--- src/rtl/genius_pkg.sv ---
// Shared Genius game definitions: color width, player FSM states
// and the color-to-LED decode used by every game block.
package genius_pkg;

    localparam int COLOR_W = 2;

    typedef enum logic [2:0] {
        SP_IDLE = 3'd0,
        SP_ADDR = 3'd1,
        SP_WAIT = 3'd2,
        SP_SHOW = 3'd3,
        SP_GAP  = 3'd4,
        SP_DONE = 3'd5
    } sp_state_t;

    function automatic logic [3:0] color_onehot(
        input logic [COLOR_W-1:0] c
    );
        return 4'b0001 << c;
    endfunction

endpackage

--- src/rtl/sequence_player_phase_timer.sv ---
// phase_timer: down-counter for one display phase.
// Ports: CLOCK, reset (async, high), load + len start a phase of len
// cycles (len >= 1), clear cancels it, done is high on its last cycle.
module phase_timer (
    input  logic        CLOCK,
    input  logic        reset,
    input  logic        load,
    input  logic        clear,
    input  logic [31:0] len,
    output logic        done
);

    logic [31:0] cnt;
    logic        active;

    always_ff @(posedge CLOCK or posedge reset) begin
        if (reset) begin
            cnt    <= 32'd0;
            active <= 1'b0;
        end else if (clear) begin
            cnt    <= 32'd0;
            active <= 1'b0;
        end else if (load) begin
            cnt    <= len - 32'd1;
            active <= 1'b1;
        end else if (active) begin
            if (cnt == 32'd0)
                active <= 1'b0;
            else
                cnt <= cnt - 32'd1;
        end
    end

    assign done = active && (cnt == 32'd0);

endmodule

--- src/rtl/sequence_player.sv ---
// sequence_player: plays the stored color sequence on the LEDs during
// the FPGA turn. Ports: CLOCK, reset (async, high), en (play level),
// round_len, speed (durations >> speed), mem_data/mem_addr (1-cycle
// synchronous memory), leds (one-hot), busy, end_FPGA.
module sequence_player
    import genius_pkg::*;
#(
    parameter int SEQ_LEN = 16,
    parameter int ADDR_W  = 4,
    parameter int ON_CYC  = 50_000_000,
    parameter int OFF_CYC = 25_000_000
) (
    input  logic               CLOCK,
    input  logic               reset,
    input  logic               en,
    input  logic [ADDR_W:0]    round_len,
    input  logic [1:0]         speed,
    input  logic [COLOR_W-1:0] mem_data,
    output logic [ADDR_W-1:0]  mem_addr,
    output logic [3:0]         leds,
    output logic               busy,
    output logic               end_FPGA
);

    localparam logic [ADDR_W:0] MAX_LEN = (ADDR_W+1)'(SEQ_LEN);
    localparam logic [31:0]     ON_W    = 32'(ON_CYC);
    localparam logic [31:0]     OFF_W   = 32'(OFF_CYC);

    sp_state_t state, state_n;

    logic [ADDR_W:0]   len_q, len_n;
    logic [31:0]       on_q, on_n;
    logic [31:0]       off_q, off_n;
    logic [ADDR_W-1:0] index_q, index_n;
    logic [ADDR_W-1:0] addr_n;
    logic [3:0]        leds_n;

    logic [ADDR_W:0]   clip_len;
    logic [31:0]       on_shift, off_shift;
    logic              t_load, t_clear, t_done, abort;
    logic [31:0]       t_len;

    // Start-of-round values, sampled only on the IDLE -> ADDR edge.
    assign clip_len  = (round_len > MAX_LEN) ? MAX_LEN : round_len;
    assign on_shift  = ON_W >> speed;
    assign off_shift = OFF_W >> speed;

    phase_timer u_timer (
        .CLOCK (CLOCK),
        .reset (reset),
        .load  (t_load),
        .clear (t_clear),
        .len   (t_len),
        .done  (t_done)
    );

    always_comb begin
        state_n = state;
        len_n   = len_q;
        on_n    = on_q;
        off_n   = off_q;
        index_n = index_q;
        addr_n  = mem_addr;
        leds_n  = leds;
        t_load  = 1'b0;
        t_clear = 1'b0;
        t_len   = on_q;
        abort   = 1'b0;

        unique case (state)
            SP_IDLE: begin
                leds_n = 4'b0000;
                if (en) begin
                    len_n   = clip_len;
                    on_n    = (on_shift == 32'd0) ? 32'd1 : on_shift;
                    off_n   = (off_shift == 32'd0) ? 32'd1 : off_shift;
                    index_n = '0;
                    if (clip_len == '0) begin
                        state_n = SP_DONE;
                    end else begin
                        state_n = SP_ADDR;
                        addr_n  = '0;
                    end
                end
            end
            SP_ADDR: begin
                abort   = !en;
                state_n = SP_WAIT;
            end
            SP_WAIT: begin
                abort   = !en;
                state_n = SP_SHOW;
                leds_n  = color_onehot(mem_data);
                t_load  = 1'b1;
                t_len   = on_q;
            end
            SP_SHOW: begin
                abort = !en;
                if (t_done) begin
                    state_n = SP_GAP;
                    leds_n  = 4'b0000;
                    t_load  = 1'b1;
                    t_len   = off_q;
                end
            end
            SP_GAP: begin
                abort = !en;
                if (t_done) begin
                    if ({1'b0, index_q} == len_q - 1'b1) begin
                        state_n = SP_DONE;
                    end else begin
                        index_n = index_q + 1'b1;
                        addr_n  = index_q + 1'b1;
                        state_n = SP_ADDR;
                    end
                end
            end
            SP_DONE: begin
                leds_n = 4'b0000;
                if (!en)
                    state_n = SP_IDLE;
            end
            default: begin
                state_n = SP_IDLE;
                leds_n  = 4'b0000;
            end
        endcase

        // Losing en mid-play drops everything without signalling done.
        if (abort) begin
            state_n = SP_IDLE;
            leds_n  = 4'b0000;
            index_n = '0;
            addr_n  = mem_addr;
            t_load  = 1'b0;
            t_clear = 1'b1;
        end
    end

    always_ff @(posedge CLOCK or posedge reset) begin
        if (reset) begin
            state    <= SP_IDLE;
            len_q    <= '0;
            on_q     <= 32'd1;
            off_q    <= 32'd1;
            index_q  <= '0;
            mem_addr <= '0;
            leds     <= 4'b0000;
            busy     <= 1'b0;
            end_FPGA <= 1'b0;
        end else begin
            state    <= state_n;
            len_q    <= len_n;
            on_q     <= on_n;
            off_q    <= off_n;
            index_q  <= index_n;
            mem_addr <= addr_n;
            leds     <= leds_n;
            busy     <= (state_n != SP_IDLE) && (state_n != SP_DONE);
            end_FPGA <= (state_n == SP_DONE);
        end
    end

endmodule
--- config.mk ---
export PLATFORM = sky130hd
export DESIGN_NAME = sequence_player
export DESIGN_NICKNAME = d
export VERILOG_FILES = /design/src/rtl/genius_pkg.sv /design/src/rtl/sequence_player_phase_timer.sv /design/src/rtl/sequence_player.sv
export SDC_FILE = /design/constraint.sdc
export NUM_CORES = 1
export LEC_CHECK = 0
export ABC_CLOCK_PERIOD_IN_PS = 5550
export BUFFER_PORTS_ARGS = -buffer_cell sky130_fd_sc_hd__buf_2
export CAP_MARGIN = 20
export CORE_MARGIN = 4
export CORE_UTILIZATION = 35
export CTS_BUF_LIST = sky130_fd_sc_hd__clkbuf_8
export CTS_CLUSTER_DIAMETER = 100
export CTS_CLUSTER_SIZE = 40
export DETAILED_ROUTE_END_ITERATION = 10
export PLACE_DENSITY = 0.52
export SKIP_LAST_GASP = 1
export SLEW_MARGIN = 5
export SYNTH_ARGS = -nofsm -noshare
export SYNTH_HDL_FRONTEND = slang
export SYNTH_SLANG_ARGS = --single-unit
--- constraint.sdc ---
create_clock -name CLOCK -period 5.55 [get_ports CLOCK]
set_clock_uncertainty 0.1 [all_clocks]
set_input_delay 1.11 -clock CLOCK [delete_from_list [all_inputs] [get_ports CLOCK]]
set_output_delay 1.11 -clock CLOCK [all_outputs]
set_load 0.05 [all_outputs]
* Yosys cells after proc, flatten, opt, wreduce, memory -nomap -nowiden
Cells that the tools add are included.
Cells by class: shifts and indexed selects 3, add/sub/neg operators 4, eq/ne operators 18, mux-type cells 37, magnitude comparators 1, bitwise operators 1, reduce and logical (&&, ||, !) cells 19
Operators with widths (count):
- two-way mux 32 bit | 8
- zero test 32 bit | 3
- subtractor 32 x 1 -> 32 bit, second input constant | 2
- two-way mux 4 bit | 8
- right shift 25 x 2 -> 32 bit, first input constant | 1
- right shift 26 x 2 -> 32 bit, first input constant | 1
- two-way mux 3 bit | 7
- != test 3 bit, second input constant | 6
- case mux 3 bit (6 select lines) | 1
- case mux 4 bit (2 select lines) | 2
- case mux 4 bit (3 select lines) | 1
- == test 3 bit, second input constant | 3
- nonzero test 3 bit | 3
- two-way mux 1 bit | 8
- != test 2 bit, second input constant | 4
- == test 3 x 2 -> 1 bit, second input constant | 2
- AND reduction 2 bit | 3
- AND reduction 6 bit | 1
- == test 4 x 5 -> 1 bit | 1
- > comparator 5 bit, second input constant | 1
- zero test 5 bit | 1
- two-way mux 5 bit | 1
- subtractor 5 x 1 -> 5 bit, second input constant | 1
- adder 4 x 1 -> 4 bit, second input constant | 1
- 12 further kinds | 13
Storage, ports and cells: word-level logic and storage cells 94, input bits 12, output and inout bits 10, bits in registers 119

* Logic depth before layout (Yosys ltp)
depth in word-level cells 9, mapped depth 17, gate-level depth less buffers 12

* Modules after synthesis
A second synthesis with hierarchy kept.
Unflattened totals: cell total of the unflattened synthesis 580, area, all modules 4908.5 µm²
By module, submodules not included:
- phase_timer | cells each 356, seq. area each 825.8 µm², area each 2935.3 µm², times used 1
- sequence_player | cells each 224, seq. area each 877.1 µm², area each 1973.1 µm², times used 1

* Least setup slack after synthesis
Ideal clock, no wire load.
path kind input to register, start in en, end reg u_timer.cnt[20], buffers on the path 4, setup slack 1.178 ns, stages 15, library setup time 0.137 ns, data required time 5.313 ns, arrival 4.135 ns, cells stage by stage nand4_1 or4_4 nand2_1 buf_2 buf_2 buf_1 mux2i_1 ha_1 o31a_1 o211ai_1 or2_1 buf_2 nor4_2 mux2i_1 a21oi_1
Between the ends: longest elaborated chain between the ends 5, elaborated cells on any way between the ends 9, those cells by class eq/ne (1); mux (5); reduce/logical (3)
Ends and longest elaborated chain:
- start: declaration | line sequence_player.sv:15 | input logic en,
- zero test 1 bit (*)
- two-way mux 1 bit (*)
- two-way mux 1 bit | line sequence_player.sv:130 | if (abort) begin
- != test 3 bit (no source line), or another cell as far along
- AND reduction 2 bit (no source line) or two-way mux 32 bit (tied branches)
- end signal: assignment | line sequence_player_phase_timer.sv:24 | cnt <= len - 32'd1;
- end signal: assignment | line sequence_player_phase_timer.sv:30 | cnt <= cnt - 32'd1;
- end: declaration | line sequence_player_phase_timer.sv:13 | logic [31:0] cnt;
Mark *: on every way between the ends. The rest lies on a longest branch, timed or not. A chain may end at the register's enable or synchronous reset.

* Final worst setup path
start reg u_timer.cnt[12], end reg u_timer.cnt[20]
Between the ends: longest elaborated chain between the ends 7, elaborated cells on any way between the ends 16, those cells by class add/sub (2); eq/ne (1); mux (9); reduce/logical (4)
Ends and longest elaborated chain:
- zero test 32 bit | line sequence_player_phase_timer.sv:27, sequence_player_phase_timer.sv:34
- logical AND 1 bit | line sequence_player_phase_timer.sv:34 | assign done = active && (cnt == 32'd0);
- two-way mux 32 bit or two-way mux 1 bit (tied branches) | line sequence_player.sv:99 | if (t_done) begin
- two-way mux 32 bit or case mux 1 bit (2 select lines) (tied branches) | line sequence_player.sv:70 | unique case (state)
- subtractor 32 x 1 -> 32 bit or two-way mux 1 bit (tied branches) | line sequence_player_phase_timer.sv:24, sequence_player.sv:130
- two-way mux 32 bit, or another cell as far along | line sequence_player_phase_timer.sv:23 | end else if (load) begin
- two-way mux 32 bit or AND reduction 2 bit (tied branches)
Several ways; a longest one is shown, not always the timed one. The select of a mux whose other input is x is not followed.

==> impl_metrics.py <==
metrics = {
    "route": {
        "routedWlPerCell_um": 18.5,
        "drc_errors": 0,
        "drt-met1-wl_um": 6290,
        "drtIter0Drc": 436,
        "met2_length_um": 6250,
        "wl_um": 13500,
        "postRouteAntennaNets": 0,
        "via_count": 4271,
        "firstDrtPassIters": 5,
        "routed-wl-met3_um": 712,
        "top_layer_used": "met4",
        "via_per_inst": 5.86,
    },
    "pwr": {
        "power_density_nw_per_um2": 401,
        "p_leak_nw": 2.09,
        "ir_worst_vdd_mv": 0.141,
    },
    "global_route": {
        "grt_max_degree": 43,
        "track_usage_pct": 18.7,
        "grt_overflow": 0,
        "grt_antenna_before_repair": 0,
        "grt_pass1_vias": 4104,
        "grt_pass1_wl_um": 21800,
    },
    "yosys": {
        "yosys_warnings": 0,
        "syn_inst": 544,
        "synth_area_um2": 4580,
        "synth.distinct_cells": 74,
        "ys.flop_type": "dfrtp_1",
        "synth_edf_count": 0,
        "async_flop_share_pct": 100,
        "avgSynthCellArea_um2": 8.41,
        "ys_ff_latch": 68,
        "yosysSeqAreaShare_pct": 37.2,
        "syn_nets": 559,
    },
    "final_layout": {
        "design_area_um2": 5090,
        "areaGrowthSynthToFinish_pct": 11.3,
        "antenna_cells": 0,
        "drive_above_1_share_pct": 14.4,
        "n_fill_cell": 1327,
        "nets": 567,
        "final_core_utilization_pct": 40.0,
    },
    "sta": {
        "maxSlewViolCount": 0,
        "fin_setup_tns_ns": 0,
        "rsz0062_at_grt": "no",
        "maxSlewHeadroom_pct": 53.5,
        "final-setup-viol-count": 0,
        "min_period_over_period_pct": 81.8,
        "max_freq_mhz": 220,
        "setup_ws_ns": 1.01,
        "worstMarginPinSlew_ns": 0.698,
        "timing.final.hold_violations": 0,
        "fin_crit_ns": 4.54,
    },
    "die": {
        "die_x_um": 122,
        "initial_utilization_pct": 36.0,
        "io_pins": 22,
        "die_h_um": 122,
        "core_um2": 12700,
        "rows": 41,
        "die_area_um2": 15000,
    },
    "worst_hold_path": {
        "worstHoldStart": "mem_addr[3]$_DFFE_PP0P_",
        "hold_class": "reg2reg",
    },
    "clock_network": {
        "cts-root-buf": "clkbuf_8",
        "clkTransAtPathRegs_ns": 0.08,
        "cts.path.max_buffers": 2,
        "postCtsHoldBufs": 0,
        "cts_buffers": 9,
        "cts_max_level": 3,
        "clk_latency_ns": 0.37,
        "clock-sinks": 68,
        "cts_resized": 0,
        "cts_tree": "done",
        "cts_setup_buffers": 0,
    },
    "worst_setup_path": {
        "crit_path_end_kind": "flop",
        "crit_required_ns": 5.70,
        "r2r-start": "u_timer.cnt[12]$_DFFE_PP0P_",
        "critPathArrivalTime_ns": 4.69,
        "cp-start-kind": "flop",
        "startpoint": "u_timer.cnt[12]$_DFFE_PP0P_",
        "criticalPathCategory": "reg2reg",
        "worstPathMaxFanout": 11,
    },
    "run_status": {
        "status": "completed",
    },
    "placed_design": {
        "place_area_um2": 4840,
        "io_buffers": 21,
        "gp_congestion": 0.897,
        "dpl.hpwl_um": 9710,
        "dp_slack_ns": 1.09,
    },
    "run": {
        "cap_viol_max_count": 0,
    },
}
[cells by family (layout without fill, tap and decap cells)]
group / count (synthesis) / count (layout) / synth area share [%]
muxes: 13 / 13 / 2.90
adders and majority gates: 3 / 3 / 0.820
buffers and inverters: 51 / 64 / 4.54
and+or+nand+nor: 233 / 233 / 27.2
AOI/OAI and AO/OA: 160 / 160 / 24.3
xor gates and xnor gates: 16 / 16 / 3.06
DFF: 68 / 68 / 37.2
[stage by stage]
stage                     std cells  hold WS, ns  power, W
after floorplan                 544        0.367   0.00132
after global placement          713        0.365   0.00151
after detailed placement        713        0.365   0.00152
after CTS                       729        0.385   0.00205
after global routing            729        0.420   0.00216
final                           729        0.380   0.00204
[cells in the mapped netlist (all sizes together), types with 14 or more instances]
| library cell | n | share of area [%] |
|---|---|---|
| nand2 | 61 | 5.0 |
| nor2 | 63 | 5.2 |
| nand3 | 14 | 1.9 |
| a31oi | 14 | 1.9 |
| clkbuf | 25 | 2.1 |
| nor3 | 21 | 2.7 |
| a21oi | 25 | 2.7 |
| dfrtp | 67 | 37 |
| nor4 | 19 | 3.7 |
| inv | 15 | 1.2 |
| o21ai | 41 | 4.5 |
[report_power, final]
group | switching, W | internal (W)
Clock | 0.000219 | 0.000301
Sequential | 0.000144 | 0.000598
Combinational | 0.000486 | 0.000293
[placed cells by master (no fill, tap or decap), types with 5 or more instances in the layout]
cell / netlist / layout
a211oi_1: 8 / 8
a21oi_1: 25 / 25
a22oi_1: 7 / 7
a31oi_1: 14 / 14
buf_2: 7 / 21
buf_4: 0 / 12
clkbuf_8: 0 / 9
dfrtp_1: 67 / 67
inv_1: 15 / 14
mux2i_1: 11 / 11
nand2_1: 61 / 61
nand2b_1: 5 / 5
nand3_1: 12 / 12
nand4_1: 7 / 7
nor2_1: 63 / 63
nor3_1: 19 / 18
nor4_1: 14 / 14
o211ai_1: 8 / 8
o21ai_0: 41 / 41
o31ai_1: 8 / 8
or2_2: 5 / 5
or3_1: 6 / 6
or4_1: 5 / 5
xnor2_1: 9 / 9
xor2_1: 7 / 7
[metal layers]
layer	track usage, %	vias up
li1	-	2042
met1	24.9	2079
met2	29.6	131
met3	4.56	19
met4	6.86	0
met5	0	-
[worst paths after layout]
path                       cells after the start                           to  slack [ns]
hold / removal                                 2      mem_addr[3]$_DFFE_PP0P_        0.38
min in group asynchronous                      2          leds[0]$_DFFE_PP0P_        0.68
max in group asynchronous                      3          on_q[0]$_DFFE_PP1P_        3.67
setup / recovery                              12  u_timer.cnt[20]$_DFFE_PP0P_        1.01
hold reg to reg                                2      mem_addr[3]$_DFFE_PP0P_        0.38
setup reg to reg                              12  u_timer.cnt[20]$_DFFE_PP0P_        1.01
[worst max-delay path: stages, from the launching register on]
cell and delay, ns:
dfrtp_1 0.46, nor4_1 0.42, nand4_1 0.53, or4_4 0.70, nand2_1 0.15, mux2i_1 0.28
ha_1 0.22, o31a_1 0.19, o211ai_1 0.15, or2_1 0.39, nor4_2 0.47, mux2i_1 0.26
a21oi_1 0.09
[flip-flops by register name, indices dropped and copies added (netlist names)]
name,count
busy,1
end_FPGA,1
index_q,4
leds,4
len_q,5
mem_addr,4
on_q,13
state,3
u_timer.active,1
u_timer.cnt,32
[final cells by class]
type                    count  area (um2)  share of cell area (%)
flip-flops and latches     68        1700                    33.4
well taps                 172         215                    4.23
repair buffers             33         195                    3.83
multi-input cells         425        2680                    52.5
clock inverters             7         124                    2.43
clock buffers               9         124                    2.43
inverters                  15        56.3                    1.11
Note: power is estimated with default switching activity, not from simulation.
